<file path="config.mk">
export PLATFORM = sky130hd
export DESIGN_NAME = io_bus_master
export DESIGN_NICKNAME = d
export VERILOG_FILES = /design/src/rtl/io_bus_master.sv
export SDC_FILE = /design/constraint.sdc
export NUM_CORES = 1
export LEC_CHECK = 0
export ABC_AREA = 0
export CORE_MARGIN = 1.5
export CORE_UTILIZATION = 41
export DETAILED_ROUTE_END_ITERATION = 8
export GPL_TIMING_DRIVEN = 1
export HOLD_SLACK_MARGIN = 0.08
export PLACE_DENSITY_LB_ADDON = 0.25
export SLEW_MARGIN = 20
export SYNTH_ARGS = -nofsm -noshare
export SYNTH_HDL_FRONTEND = slang
export SYNTH_SLANG_ARGS = --single-unit
</file>
<file path="constraint.sdc">
create_clock -name clk -period 1.8 [get_ports clk]
set_input_delay 0.36 -clock clk [delete_from_list [all_inputs] [get_ports clk]]
set_output_delay 0.36 -clock clk [all_outputs]
set_load 0.1 [all_outputs]
</file>
<file path="src/rtl/io_bus_master.sv">
`default_nettype none
// ============================================================================
// Module      : io_bus_master
// Description : Single-outstanding bus master bridging a CPU request/done
//               port onto the io_bus_* slave interface. Performs an address
//               window check, holds sel until ack, captures read data and
//               aborts a bus cycle that is never acknowledged.
// Revision    : 1.0 - initial release
// ============================================================================
module io_bus_master #(
    parameter logic [31:0]     IO_BASE = 32'hFFFF_0000,
    parameter logic [31:0]     IO_MASK = 32'hFFFF_0000,
    parameter int              TO_W    = 8,
    parameter logic [TO_W-1:0] TIMEOUT = 8'd255
) (
    input  logic        clk,
    input  logic        reset,
    input  logic        cpu_req,
    input  logic        cpu_we,
    input  logic [31:0] cpu_addr,
    input  logic [31:0] cpu_wdata,
    output logic [31:0] cpu_rdata,
    output logic        cpu_done,
    output logic        cpu_err,
    output logic        cpu_busy,
    output logic [31:0] io_bus_addr,
    output logic [31:0] io_bus_dat2,
    input  logic [31:0] io_bus_dat4,
    output logic        io_bus_sel,
    output logic        io_bus_we,
    input  logic        io_bus_ack
);

    localparam logic [1:0] c_st_idle = 2'd0;
    localparam logic [1:0] c_st_bus  = 2'd1;
    localparam logic [1:0] c_st_done = 2'd2;

    localparam logic [TO_W-1:0] c_cnt_one = {{(TO_W-1){1'b0}}, 1'b1};
    // Last counter value at which a missing ack aborts the cycle.
    localparam logic [TO_W-1:0] c_to_last = TIMEOUT - c_cnt_one;

    logic [1:0]      r_state;
    logic [1:0]      w_next_state;
    logic [TO_W-1:0] r_cnt;
    logic [TO_W-1:0] w_cnt_nxt;

    logic [31:0] r_rdata, w_rdata_nxt;
    logic        r_done,  w_done_nxt;
    logic        r_err,   w_err_nxt;
    logic        r_busy,  w_busy_nxt;
    logic [31:0] r_addr,  w_addr_nxt;
    logic [31:0] r_dat2,  w_dat2_nxt;
    logic        r_sel,   w_sel_nxt;
    logic        r_we,    w_we_nxt;

    logic w_in_window;
    logic w_ack;
    logic w_timeout;

    assign w_in_window = ((cpu_addr & IO_MASK) == IO_BASE);
    // Ack is only meaningful while a bus cycle is in flight.
    assign w_ack       = (r_state == c_st_bus) && io_bus_ack;
    // Ack on the final cycle takes priority over the abort.
    assign w_timeout   = (r_state == c_st_bus) && !io_bus_ack && (r_cnt == c_to_last);

    // State register.
    always_ff @(posedge clk) begin
        if (reset) begin
            r_state <= c_st_idle;
        end else begin
            r_state <= w_next_state;
        end
    end

    // Next-state decode: IDLE accepts, BUS waits for ack/abort, DONE lasts one cycle.
    always_comb begin
        w_next_state = r_state;
        case (r_state)
            c_st_idle: begin
                if (cpu_req) begin
                    w_next_state = w_in_window ? c_st_bus : c_st_done;
                end
            end
            c_st_bus: begin
                if (w_ack || w_timeout) begin
                    w_next_state = c_st_done;
                end
            end
            c_st_done: w_next_state = c_st_idle;
            default:   w_next_state = c_st_idle;
        endcase
    end

    // Next values of the registered outputs; bus fields hold outside IDLE acceptance.
    always_comb begin
        w_rdata_nxt = r_rdata;
        w_err_nxt   = r_err;
        w_addr_nxt  = r_addr;
        w_dat2_nxt  = r_dat2;
        w_we_nxt    = r_we;
        w_cnt_nxt   = r_cnt;
        w_sel_nxt   = (w_next_state == c_st_bus);
        w_done_nxt  = (w_next_state == c_st_done);
        w_busy_nxt  = (w_next_state != c_st_idle);
        case (r_state)
            c_st_idle: begin
                if (cpu_req) begin
                    w_addr_nxt = cpu_addr;
                    w_dat2_nxt = cpu_wdata;
                    w_we_nxt   = cpu_we;
                    w_cnt_nxt  = '0;
                    w_err_nxt  = !w_in_window;
                    if (!w_in_window) begin
                        w_rdata_nxt = '0;
                    end
                end
            end
            c_st_bus: begin
                w_cnt_nxt = r_cnt + c_cnt_one;
                if (w_ack) begin
                    w_err_nxt   = 1'b0;
                    w_rdata_nxt = r_we ? 32'h0 : io_bus_dat4;
                end else if (w_timeout) begin
                    w_err_nxt   = 1'b1;
                    w_rdata_nxt = '0;
                end
            end
            default: begin
                w_cnt_nxt = r_cnt;
            end
        endcase
    end

    // Output and counter registers.
    always_ff @(posedge clk) begin
        if (reset) begin
            r_rdata <= '0;
            r_done  <= 1'b0;
            r_err   <= 1'b0;
            r_busy  <= 1'b0;
            r_addr  <= '0;
            r_dat2  <= '0;
            r_sel   <= 1'b0;
            r_we    <= 1'b0;
            r_cnt   <= '0;
        end else begin
            r_rdata <= w_rdata_nxt;
            r_done  <= w_done_nxt;
            r_err   <= w_err_nxt;
            r_busy  <= w_busy_nxt;
            r_addr  <= w_addr_nxt;
            r_dat2  <= w_dat2_nxt;
            r_sel   <= w_sel_nxt;
            r_we    <= w_we_nxt;
            r_cnt   <= w_cnt_nxt;
        end
    end

    assign cpu_rdata   = r_rdata;
    assign cpu_done    = r_done;
    assign cpu_err     = r_err;
    assign cpu_busy    = r_busy;
    assign io_bus_addr = r_addr;
    assign io_bus_dat2 = r_dat2;
    assign io_bus_sel  = r_sel;
    assign io_bus_we   = r_we;

endmodule
`default_nettype wire

</file>
==> impl_metrics.toml <==
[status]
run_status = "complete, no violations"

[worst_setup_path]
path_buf_inv = 2
crit_path_start = "r_cnt[0]"
path_max_fanout = 20
crit_path_frequent_cell = "a211oi_4"
crit_type = "reg2reg"
crit_path_end_kind = "register"
critPathArrivalTime_ns = 1.94
crit_family = "compound AO/OA/AOI/OAI gates"
worstSetupStartpointType = "register"
critPathRequiredTime_ns = 2.09
timing.rr.start = "r_cnt[0]"
critPathSlowestCell = "dfxtp_1"
path_cells = "inv_1, ha_1, and3_1, a211oi_4, a211oi_4, buf_12, o21ai_0"
slowest_delay_ns = 0.38

[cts]
clkTransAtPathRegs_ns = 0.09
insertion_delay_ns = 0.36
clock_sinks = 111
cts_made_buffers = 9
post_cts_buffers = 0
hold_buffers = 0
root_buffer = "clkbuf_8"
cts_max_level = 3
ctsLongestPathBuffers = 2
tritoncts = "yes"

[detailed_routing]
drt-initial-drc-count = 211
drt-total-wl_um = 12100
viasPerCell = 4.86
drc = 0
route.vias.total = 4072
dr.pass1.iters = 4
wl_per_cell_um = 14.5
ant_nets = 0

[layout]
nets = 801
antenna_cells = 0
area_delta_synth_final_pct = 79.6
final_common_cell = "nand2_1"
drive_gt1_share_pct = 24.8
layout.cells.non_filler = 838
layout_common_cells = "166 x nand2_1, 111 x dfxtp_1, 106 x buf_12"

[global_route]
grt_pass1_wl_um = 20200
grt_pass1_vias = 4250
grt_use_total_pct = 22.5
grt_max_degree = 61
antenna_found_initial = 0
grt_overflow_total = 0

[yosys]
synth_top_area_share_pct = 52.2
synth_simple_gate_area_share_pct = 24.8
syn_area_per_cell_um2 = 8.50
synth_compound_area_share_pct = 17.6
synth_cells = 501
synth_top_family_by_area = "simple AND/OR/NAND/NOR gates"
synth-edff-count = 0
synth.largest_area_cell = "dfxtp_1"
synth_area_um2 = 4260
syn_nets = 604
synth-adder-area-share_pct = 0.587
async_flop_share_pct = 0
synth_area_leaders = "dfxtp_1 52%, nand2_1 15%, a21oi_1 8.1%"
yosys-mux-area-fraction_pct = 0.264
ys.flop_type = "dfxtp_1"
yosysSeqAreaShare_pct = 52.2
synthXorXnorAreaFrac_pct = 0
ys_seq_elements = 111
yosysWarnings = 0
ys_types = 35

[place]
portBuffers = 201
dp.cells = 823
hpwl_um = 9310
gp_congestion = 0.891

[floorplan]
coreArea_um2 = 10200
io_pins = 202
die-width_um = 105
die_y_um = 105
num_rows = 37
initial_utilization_pct = 41.8
dieArea_um2 = 11000

[timing]
max_freq_mhz = 604
finalHoldViolCount = 0
max-slew-margin-rel_pct = 65.0
rsz0062_at_grt = "no"
fin_crit_sh_pct = 91.9
min_period_ns = 1.65
max_slew.worst_pin.slew_ns = 0.526
hold_slack_ns = 0.353
finalSetupTns_ns = 0
setup_viol = 0
report.final.slew_viol_count = 0
fin_skew_ns = 0.0118

[pwr]
leakagePower_uw = 0.00288
powerDensity_nw_per_um2 = 737
peakVddDrop_mv = 0.642

[hold_path]
hold_path.class = "in2reg"
min_from = "reset"

[flow_run]
max-cap-violations = 0
repair_timing:
| action | 4_1_cts | 5_1_grt |
|---|---|---|
| gates resized for setup | 0 | 1 |
| setup endpoints to repair | 0 | 1 |
| endpoints found under the hold margin | 0 | 0 |
flip-flops by register name (all words and copies together), names as in the netlist:
signal and flops:
cpu_rdata 32, io_bus_addr 32, io_bus_dat2 32, r_cnt 8
r_state 2, cpu_busy 1, cpu_done 1, cpu_err 1
io_bus_sel 1, io_bus_we 1
through the flow:
stage	utilization (%)	area [um2]	total power, uW	setup WS [ns]
5_1_grt	75.1	7650	5870	0.0231
3_5_place_dp	73.4	7480	4340	-0.230
6_report	75.1	7650	5640	0.145
3_3_place_gp	73.4	7480	4320	-0.151
4_1_cts	75.1	7650	5690	0.0818
2_1_floorplan	-	4260	3580	0.237
cells in the mapped netlist (2+ instances only):
cell type  number
a211oi_4        2
a21oi_1        69
a311oi_1        3
buf_1           3
buf_2           8
buf_6           6
clkbuf_1       16
dfxtp_1       111
ha_1            2
inv_1           2
nand2_1       167
nand2b_1       34
nand3_1         3
nand4_1         4
nor2_1         13
nor3_1          4
nor3b_1         3
o21ai_0         5
o21ai_2        30
logic make-up (layout without fill, tap and decap cells):
logic type,Yosys count,after routing
AO/OA/AOI/OAI,115,115
adder cells (fa/ha/maj),2,2
buffers and inverters,36,237
flip-flops,111,111
multiplexers,1,1
AND/OR/NAND/NOR,236,236
final cells by class:
| class | count | area, um2 |
|---|---|---|
| inverters | 2 | 7.51 |
| well taps | 136 | 170 |
| repair buffers | 220 | 3230 |
| flip-flops and latches | 111 | 2220 |
| clock inverters | 5 | 43.8 |
| multi-input cells | 354 | 1850 |
| fillers | 707 | 2530 |
| clock buffers | 10 | 128 |
layer usage:
| layer | GRT usage (%) | routed length, um |
|---|---|---|
| met1 | 25.3 | 4810 |
| met2 | 39.4 | 6160 |
| met3 | 9.05 | 994 |
| met4 | 5.87 | 173 |
| met5 | 0 | 0 |
power breakdown:
group / switching, uW / internal (uW)
clock network: 847 / 512
logic: 972 / 655
registers: 100 / 2550
total: 1920 / 3720
path summary, 6_finish.rpt:
kind	endpoint	slack, ns	cells after the start
worst max-delay path	cpu_rdata[1]	0.15	7
worst min-delay path	io_bus_addr[26]	0.35	2
worst max register to register	cpu_rdata[1]	0.15	7
worst min register to register	io_bus_dat2[12]	0.50	2
Power figures use the tool's default switching activity.
